$ cat src/rtl/decim_sequencer.sv
// Timing/enable sequencer for the PDM decimation chain (mic clock, stage strobes, wake/settle FSM).
// Optional output sample counter is enabled by defining DECIM_SAMPLE_CNT_EN.
module decim_sequencer #(
    parameter int CLK_DIV  = 4,
    parameter int CIC_R    = 16,
    parameter int HB1_R    = 4,
    parameter int HB2_R    = 3,
    parameter int MIC_WAKE = 64,
    parameter int SETTLE_N = 8
) (
    input  logic        clk,
    input  logic        rst_n,
    input  logic        enable,
    output logic        mic_clk,
    output logic        pdm_sample_en,
    output logic        cic_en,
    output logic        hb1_en,
    output logic        hb2_en,
    output logic        filt_clr,
    output logic        audio_valid,
    output logic [1:0]  state,
    output logic [15:0] sample_cnt
);

    typedef enum logic [1:0] {
        IDLE   = 2'd0,
        WAKE   = 2'd1,
        SETTLE = 2'd2,
        RUN    = 2'd3
    } state_t;

    localparam int DIV_W    = (CLK_DIV  > 1) ? $clog2(CLK_DIV)  : 1;
    localparam int CIC_W    = (CIC_R    > 1) ? $clog2(CIC_R)    : 1;
    localparam int HB1_W    = (HB1_R    > 1) ? $clog2(HB1_R)    : 1;
    localparam int HB2_W    = (HB2_R    > 1) ? $clog2(HB2_R)    : 1;
    localparam int WAKE_W   = (MIC_WAKE > 1) ? $clog2(MIC_WAKE) : 1;
    localparam int SETTLE_W = (SETTLE_N > 1) ? $clog2(SETTLE_N) : 1;

    localparam logic [DIV_W-1:0]    DIV_MAX    = DIV_W'(CLK_DIV - 1);
    localparam logic [CIC_W-1:0]    CIC_MAX    = CIC_W'(CIC_R - 1);
    localparam logic [HB1_W-1:0]    HB1_MAX    = HB1_W'(HB1_R - 1);
    localparam logic [HB2_W-1:0]    HB2_MAX    = HB2_W'(HB2_R - 1);
    localparam logic [WAKE_W-1:0]   WAKE_MAX   = WAKE_W'(MIC_WAKE - 1);
    localparam logic [SETTLE_W-1:0] SETTLE_MAX = SETTLE_W'(SETTLE_N - 1);

    state_t              state_q;
    logic [DIV_W-1:0]    div_cnt_q;
    logic [CIC_W-1:0]    cic_cnt_q;
    logic [HB1_W-1:0]    hb1_cnt_q;
    logic [HB2_W-1:0]    hb2_cnt_q;
    logic [WAKE_W-1:0]   wake_cnt_q;
    logic [SETTLE_W-1:0] settle_cnt_q;
    logic                mic_clk_q;
    logic                pdm_en_q;
    logic                cic_en_q;
    logic                hb1_en_q;
    logic                hb2_en_q;
    logic                filt_clr_q;
    logic                audio_valid_q;

    logic div_wrap_d;
    logic rise_d;

    // rise_d marks the edge on which the registered mic_clk goes 0->1.
    assign div_wrap_d = (div_cnt_q == DIV_MAX);
    assign rise_d     = div_wrap_d && !mic_clk_q;

    always_ff @(posedge clk or negedge rst_n) begin
        if (!rst_n) begin
            state_q       <= IDLE;
            div_cnt_q     <= '0;
            cic_cnt_q     <= '0;
            hb1_cnt_q     <= '0;
            hb2_cnt_q     <= '0;
            wake_cnt_q    <= '0;
            settle_cnt_q  <= '0;
            mic_clk_q     <= 1'b0;
            pdm_en_q      <= 1'b0;
            cic_en_q      <= 1'b0;
            hb1_en_q      <= 1'b0;
            hb2_en_q      <= 1'b0;
            filt_clr_q    <= 1'b0;
            audio_valid_q <= 1'b0;
        end else if (state_q == IDLE || !enable) begin
            // Idle or disable: everything cleared, in-flight strobes dropped.
            state_q       <= (state_q == IDLE && enable) ? WAKE : IDLE;
            filt_clr_q    <= (state_q == IDLE) && enable;
            div_cnt_q     <= '0;
            cic_cnt_q     <= '0;
            hb1_cnt_q     <= '0;
            hb2_cnt_q     <= '0;
            wake_cnt_q    <= '0;
            settle_cnt_q  <= '0;
            mic_clk_q     <= 1'b0;
            pdm_en_q      <= 1'b0;
            cic_en_q      <= 1'b0;
            hb1_en_q      <= 1'b0;
            hb2_en_q      <= 1'b0;
            audio_valid_q <= 1'b0;
        end else begin
            filt_clr_q <= 1'b0;
            div_cnt_q  <= div_wrap_d ? '0 : div_cnt_q + DIV_W'(1);
            if (div_wrap_d) begin
                mic_clk_q <= ~mic_clk_q;
            end

            pdm_en_q <= rise_d && (state_q == SETTLE || state_q == RUN);

            if (pdm_en_q) begin
                cic_cnt_q <= (cic_cnt_q == CIC_MAX) ? '0 : cic_cnt_q + CIC_W'(1);
            end
            cic_en_q <= pdm_en_q && (cic_cnt_q == CIC_MAX);

            if (cic_en_q) begin
                hb1_cnt_q <= (hb1_cnt_q == HB1_MAX) ? '0 : hb1_cnt_q + HB1_W'(1);
            end
            hb1_en_q <= cic_en_q && (hb1_cnt_q == HB1_MAX);

            if (hb1_en_q) begin
                hb2_cnt_q <= (hb2_cnt_q == HB2_MAX) ? '0 : hb2_cnt_q + HB2_W'(1);
            end
            hb2_en_q <= hb1_en_q && (hb2_cnt_q == HB2_MAX);

            audio_valid_q <= hb2_en_q && (state_q == RUN);

            case (state_q)
                WAKE: begin
                    if (rise_d) begin
                        if (wake_cnt_q == WAKE_MAX) begin
                            wake_cnt_q <= '0;
                            state_q    <= SETTLE;
                        end else begin
                            wake_cnt_q <= wake_cnt_q + WAKE_W'(1);
                        end
                    end
                end
                SETTLE: begin
                    if (hb2_en_q) begin
                        if (settle_cnt_q == SETTLE_MAX) begin
                            settle_cnt_q <= '0;
                            state_q      <= RUN;
                        end else begin
                            settle_cnt_q <= settle_cnt_q + SETTLE_W'(1);
                        end
                    end
                end
                default: begin
                end
            endcase
        end
    end

`ifdef DECIM_SAMPLE_CNT_EN
    logic [15:0] sample_cnt_q;

    always_ff @(posedge clk or negedge rst_n) begin
        if (!rst_n) begin
            sample_cnt_q <= '0;
        end else if (state_q == IDLE && enable) begin
            sample_cnt_q <= '0;
        end else if (audio_valid_q) begin
            sample_cnt_q <= sample_cnt_q + 16'd1;
        end
    end

    assign sample_cnt = sample_cnt_q;
`else
    assign sample_cnt = '0;
`endif

    assign mic_clk       = mic_clk_q;
    assign pdm_sample_en = pdm_en_q;
    assign cic_en        = cic_en_q;
    assign hb1_en        = hb1_en_q;
    assign hb2_en        = hb2_en_q;
    assign filt_clr      = filt_clr_q;
    assign audio_valid   = audio_valid_q;
    assign state         = state_q;

endmodule
$ cat config.mk
export PLATFORM = sky130hd
export DESIGN_NAME = decim_sequencer
export DESIGN_NICKNAME = d
export VERILOG_FILES = /design/src/rtl/decim_sequencer.sv
export SDC_FILE = /design/constraint.sdc
export NUM_CORES = 1
export LEC_CHECK = 0
export CAP_MARGIN = 20
export CORE_MARGIN = 5
export CORE_UTILIZATION = 35
export DETAILED_ROUTE_END_ITERATION = 16
export HOLD_SLACK_MARGIN = 0.05
export SYNTH_ARGS = -nofsm -noshare
export SYNTH_HDL_FRONTEND = slang
export SYNTH_SLANG_ARGS = --single-unit
$ cat constraint.sdc
create_clock -name clk -period 1.8 [get_ports clk]
set_input_delay 0.27 -clock clk [delete_from_list [all_inputs] [get_ports clk]]
set_output_delay 0.27 -clock clk [all_outputs]
set_load 0.01 [all_outputs]
==> flow_metrics.py, run 1 <==
metrics = {
    "worst_setup_path": {
        "critPathMaxFanout": 17,
        "required_ns": 1.53,
        "critPathLaunchType": "flop",
        "endpoint_kind": "output port",
        "r2r-start": "wake_cnt_q[0]$_DFFE_PN0P_",
        "cp-startpoint": "state[1]$_DFFE_PN0P_",
        "crit_type": "reg2out",
        "path_delay_family": "buffers and inverters",
        "critPathMaxStageDelay_ns": 0.59,
        "worst-path-buf-inv": 1,
        "slowest_stage": "clkdlybuf4s50_1",
        "path_cells": "clkdlybuf4s50_1",
        "crit_arrival_ns": 1.38,
    },
    "clock_tree": {
        "cts_tree": "built",
        "htreeDepth": 1,
        "insertion_delay_ns": 0.27,
        "cts.sinks": 28,
        "clockBufferDepth": 2,
        "root_buffer": "clkbuf_8",
        "clk_pin_slew_ns": 0.09,
        "post_cts_buffers": 0,
        "numCtsBuffers": 3,
    },
    "die": {
        "core_um2": 4090,
        "die_y_um": 75.4,
        "die-area_um2": 5690,
        "start_util_pct": 36.7,
        "rows": 23,
        "dieWidth_um": 75.4,
        "ios": 28,
    },
    "layout": {
        "drive_gt1_share_pct": 8.93,
        "fin_util_pct": 41.7,
        "fin_nets": 178,
        "num-fill-cells": 416,
        "final_cells": 218,
        "antenna_cells": 0,
        "area_growth_pct": 13.6,
    },
    "routing": {
        "vias_per_cell": 5.07,
        "firstDrtPassIters": 4,
        "wire_per_inst_um": 12.9,
        "antenna_left": 0,
        "routed-via-count": 1106,
        "drt_iter0_drc": 91,
        "drc_errors": 0,
        "wl_um": 2810,
    },
    "pwr": {
        "p_per_area_nw_per_um2": 703,
        "ir_drop_mv": 0.386,
        "leakage_uw": 0.000755,
    },
    "placed_design": {
        "dp.cells": 214,
        "gp_congestion": 0.874,
        "port_buffers": 11,
        "hpwl_um": 2060,
    },
    "sta": {
        "min_period_ns": 1.65,
        "hold_viol": 0,
        "post-route-period-util_pct": 91.7,
        "maxSlewViolCount": 0,
        "fin_skew_ns": 0.00352,
        "rsz0062_at_grt": "false",
        "timing.setup.tns_ns": 0,
        "finalSetupViolCount": 0,
        "timing.fmax_mhz": 606,
    },
    "min_path": {
        "min-delay-path-class": "in2async",
    },
    "logic_synthesis": {
        "synth_seq_area_share_pct": 46.7,
        "ys_ff_latch": 28,
        "synth_cell_types": 37,
        "syn_inst": 154,
        "ys_warn_count": 0,
        "syn_area_per_cell_um2": 9.73,
        "syn_area_um2": 1500,
    },
    "global_route": {
        "track_usage_pct": 11.0,
        "grt_pass1_vias": 1080,
        "antenna_found_initial": 0,
        "grt_first_pass_wirelength_um": 4920,
        "grt_overflow_total": 0,
        "grt_max_degree": 29,
    },
    "run_status": {
        "status": "completed",
    },
    "run": {
        "cap_viol_max_count": 0,
    },
}
layout by cell type (no fill, tap or decap), types with 2 or more instances in the layout:
cell type and instances:
ha_1 6, o21ai_0 6, and3b_1 3, conb_1 16
a311oi_1 2, and2_1 2, nand3_1 7, a31oi_1 7
clkbuf_8 3, nor3_1 3, mux2i_1 3, and3_1 2
dfrtp_1 27, nand3b_1 2, nor3b_1 2, a21oi_1 10
inv_1 4, o21a_1 2, nand2_1 10, nor2b_1 3
clkdlybuf4s50_1 11, buf_4 6, nor2_1 10, nor4b_1 3
nand2b_1 3
per-layer routing:
metal,global-route usage (%),wire length (um),vias to the layer above
met5,0,0,-
met2,18.6,1360,26
met4,1.55,0,0
met1,14.6,1280,536
met3,2.90,167,0
li1,-,-,544
synthesized netlist by cell type:
cell type	number	area share [%]
conb_1	1	0.25
and2_1	2	0.83
a311oi_1	2	1.2
and2b_2	1	0.58
o2111ai_1	1	0.58
a41oi_1	1	0.58
nand3_1	7	2.3
and3_1	2	0.83
and4_1	1	0.58
nor3_1	3	1.0
nor3b_1	2	1.0
o21ai_0	6	2.0
and3_2	1	0.50
dfrtp_1	28	47
inv_1	4	1.0
buf_4	16	8.0
nor4b_1	3	1.8
a32o_1	1	0.67
mux2i_1	3	2.0
o211ai_1	1	0.50
clkbuf_1	6	1.5
a21oi_1	10	3.3
nor4_1	1	0.42
nand2_2	1	0.42
a31oi_1	7	2.9
nand2b_1	3	1.3
nand4_1	1	0.42
nand2_1	10	2.5
nor2_1	10	2.5
ha_1	6	5.0
xor2_1	1	0.58
o21a_1	2	1.0
a22o_2	1	0.67
nor2b_1	3	1.3
and3b_1	3	1.8
or4_1	1	0.50
nand3b_1	2	1.0
worst paths after layout:
kind                                                   to  slack, ns  cells past startpoint
worst max register to register  wake_cnt_q[4]$_DFFE_PN0P_       0.18                      4
worst min register to register     div_cnt_q[0]$_DFF_PN0_       0.45                      1
worst max-delay path                             state[1]       0.15                      1
worst min-delay path            wake_cnt_q[5]$_DFFE_PN0P_       0.36                      2
max in group asynchronous            state[1]$_DFFE_PN0P_       1.16                      2
min in group clk                   div_cnt_q[0]$_DFF_PN0_       0.45                      1
timing repair:
| item | 4_1_cts | 5_1_grt |
|---|---|---|
| setup endpoints to repair | 1 | 0 |
| gates resized for setup | 1 | 0 |
| hold buffers | 0 | 0 |
final cells by class:
type	instances	area, um^2	share of cell area [%]
flip-flops and latches	28	702	41.2
inverters	4	15.0	0.882
clock buffers	3	41.3	2.42
multi-input cells	115	697	40.9
well taps	50	62.6	3.67
clock inverters	1	30.0	1.76
repair buffers	17	155	9.11
power breakdown:
group	internal (uW)	switching (uW)
Combinational	20.1	51.6
Clock	298	192
Sequential	633	2.19
Total	951	246
cell families after synthesis:
logic type / share of synthesized area (%)
muxes: 2.00
xor gates and xnor gates: 0.584
adders and majority gates: 5.01
buffers and inverters: 10.5
AOI/OAI and AO/OA: 13.4
and+or+nand+nor: 21.5
other: 0.250
DFF: 46.7
flip-flops by register name, summed over array words and instances, names as in the netlist:
register and flops:
audio_valid 1, hb1_en 1, filt_clr 1, hb1_cnt_q 2, cic_cnt_q 4, settle_cnt_q 3, div_cnt_q 2, state 2
pdm_sample_en 1, mic_clk 1, cic_en 1, wake_cnt_q 6, hb2_en 1, hb2_cnt_q 2
metrics by stage:
step / area, um^2 / worst slack (ns) / total power, uW / hold WS (ns)
6_report: 1700 / 0.149 / 1200 / 0.362
5_1_grt: 1700 / 0.0636 / 1250 / 0.384
4_1_cts: 1700 / 0.127 / 1220 / 0.371
3_5_place_dp: 1630 / 0.211 / 720 / 0.440
3_3_place_gp: 1630 / 0.239 / 718 / 0.426
2_1_floorplan: 1560 / 0.359 / 711 / -0.0256
(Power assumes the default switching activity.)
==> inputs of run 2 (changes only) <==
--- a/config.mk
+++ b/config.mk
@@ -5,6 +5,7 @@
 export SDC_FILE = /design/constraint.sdc
 export NUM_CORES = 1
 export LEC_CHECK = 0
+export ABC_CLOCK_PERIOD_IN_PS = 1800
 export CAP_MARGIN = 20
 export CORE_MARGIN = 5
 export CORE_UTILIZATION = 35
==> results of run 2 <==
The final DEF is identical to that of run 1; final timing and power are the same.
==> inputs of run 3 (changes only) <==
==> constraint.sdc (replaced) <==
create_clock -name clk -period 1.8 [get_ports clk]
set_input_delay 0.27 -clock clk [delete_from_list [all_inputs] [get_ports clk]]
set_output_delay 0.27 -clock clk [all_outputs]
set_load 0.02 [all_outputs]
==> run 3 against run 2 <==
Effect of this change:
- via count is 2.2% higher
- non-clock buffer count stayed put
- clock power hardly changed
- sequential power hardly changed
- design area stayed put
- sequential share of layout area stayed put
- worst setup slack worse by 0.058 ns
- critical path depth stayed put
- power is 1.6% higher
- die area stayed put
==> flow_metrics.py, run 3 (same netlist as run 1, synthesis figures left out) <==
metrics = {
    "worst_setup_path": {
        "r2r_cells": 4,
        "slowest_stage": "clkdlybuf4s50_1",
        "critPathMaxFanout": 8,
        "critPathLaunchType": "flop",
        "rr_endpoint": "wake_cnt_q[4]$_DFFE_PN0P_",
        "path_cells": "clkdlybuf4s50_1",
        "r2r-start": "wake_cnt_q[0]$_DFFE_PN0P_",
        "critPathMaxStageDelay_ns": 0.66,
        "cp-startpoint": "pdm_sample_en$_DFF_PN0_",
        "cp_num_cells": 1,
        "crit_type": "reg2out",
        "endpoint_kind": "output port",
        "crit_arrival_ns": 1.44,
        "crit_end": "pdm_sample_en",
        "worst-path-buf-inv": 1,
        "regToRegSetupSlack_ns": 0.11,
        "required_ns": 1.53,
        "path_delay_family": "buffers and inverters",
    },
    "sta": {
        "hold_viol": 0,
        "maxSlewViolCount": 0,
        "post-route-period-util_pct": 95.0,
        "timing.fmax_mhz": 585,
        "fin_skew_ns": 0.00570,
        "hold-worst-slack_ns": 0.363,
        "min_period_ns": 1.71,
        "rsz0062_at_grt": "false",
        "timing.setup.tns_ns": 0,
        "finalSetupViolCount": 0,
    },
    "layout": {
        "fin_util_pct": 41.7,
        "regMostFlops": "wake_cnt_q",
        "final_cells": 218,
        "drive_gt1_share_pct": 8.93,
        "largest_reg_flops": 6,
        "final_common_cell": "dfrtp_1",
        "area_growth_pct": 13.6,
        "antenna_cells": 0,
        "layout_common_cells": "dfrtp_1 (27), conb_1 (16), clkdlybuf4s50_1 (11)",
        "reg_top3": "wake_cnt_q x6, cic_cnt_q x4, settle_cnt_q x3",
        "fin_nets": 178,
    },
    "pwr": {
        "ir_drop_mv": 0.480,
        "netSwitchingFraction_pct": 21.8,
        "p_sw_uw": 265,
        "power.internal_uw": 951,
        "sequentialPowerShare_pct": 52.2,
        "combPwrFrac_pct": 7.3,
        "leakage_uw": 0.000755,
        "p_per_area_nw_per_um2": 714,
        "clockPowerShare_pct": 40.5,
    },
    "placed_design": {
        "gp_congestion": 0.945,
        "port_buffers": 11,
        "dp.cells": 214,
        "hpwl_um": 2090,
    },
    "global_route": {
        "grt_overflow_total": 0,
        "grt_first_pass_wirelength_um": 5000,
        "antenna_found_initial": 0,
        "grt_max_degree": 29,
        "track_usage_pct": 11.2,
        "grt_pass1_vias": 1088,
    },
    "die": {
        "start_util_pct": 36.7,
        "ios": 28,
        "die-area_um2": 5690,
        "rows": 23,
        "core_um2": 4090,
        "dieWidth_um": 75.4,
        "die_y_um": 75.4,
    },
    "routing": {
        "firstDrtPassIters": 4,
        "wire_per_inst_um": 13.4,
        "wl_um": 2920,
        "antenna_left": 0,
        "drc_errors": 0,
        "drt_iter0_drc": 69,
        "vias_per_cell": 5.18,
        "routed-via-count": 1130,
    },
    "clock_tree": {
        "numCtsBuffers": 3,
        "root_buffer": "clkbuf_8",
        "cts_tree": "built",
        "clockBufferDepth": 2,
        "post_cts_buffers": 0,
        "htreeDepth": 1,
        "cts_resized": 0,
        "clk_pin_slew_ns": 0.10,
        "insertion_delay_ns": 0.27,
        "cts.sinks": 28,
        "hold_buffers": 0,
    },
    "min_path": {
        "min-delay-path-class": "in2async",
    },
    "run_status": {
        "status": "completed",
    },
    "run": {
        "cap_viol_max_count": 0,
    },
}
## run 3: cell counts in the layout (fill, tap and decap cells not counted)
No cell type changed its count.
## run 3: through the flow
| stage | setup slack (ns) | total power (uW) | area, um^2 |
|---|---|---|---|
| 6_report | 0.0904 | 1220 | 1700 |
| 5_1_grt | 0.00599 | 1260 | 1700 |
| 4_1_cts | 0.0338 | 1230 | 1700 |
| 3_5_place_dp | 0.187 | 735 | 1630 |
| 3_3_place_gp | 0.253 | 734 | 1630 |
| 2_1_floorplan | 0.359 | 729 | 1560 |
## run 3: worst min path at each step
stage / start / to / depth (start not counted)
2_1_floorplan: rst_n / audio_valid$_DFF_PN0_ / 0
3_3_place_gp: div_cnt_q[0]$_DFF_PN0_ / div_cnt_q[0]$_DFF_PN0_ / 1
3_5_place_dp: div_cnt_q[0]$_DFF_PN0_ / div_cnt_q[0]$_DFF_PN0_ / 1
4_1_cts: rst_n / div_cnt_q[0]$_DFF_PN0_ / 2
5_1_grt: rst_n / hb2_en$_DFF_PN0_ / 2
6_report: rst_n / wake_cnt_q[5]$_DFFE_PN0P_ / 2
## run 3: power groups by stage
stage	Clock [uW]	Sequential, uW	Combinational, uW
after floorplan	0	651	78.1
after global placement	0	647	86.9
after detailed placement	0	647	88.0
after CTS	502	635	88.5
after global routing	531	635	97.9
final	493	635	88.2
## run 3: metal layers
layer | vias up | track usage, % | share of wire [%]
met2 | 43 | 18.3 | 47
met3 | 8 | 3.30 | 6.1
met4 | 0 | 1.75 | 0.92
met5 | - | 0 | 0
met1 | 535 | 15.1 | 46
li1 | 544 | - | -
## run 3: cell type report
type | instances | area, um^2
clock inverter | 1 | 30.0
timing repair buffer | 17 | 155
multi-input combinational | 115 | 697
clock buffer | 3 | 41.3
fill | 399 | 2380
sequential | 28 | 702
inverter | 4 | 15.0
tap | 50 | 62.6
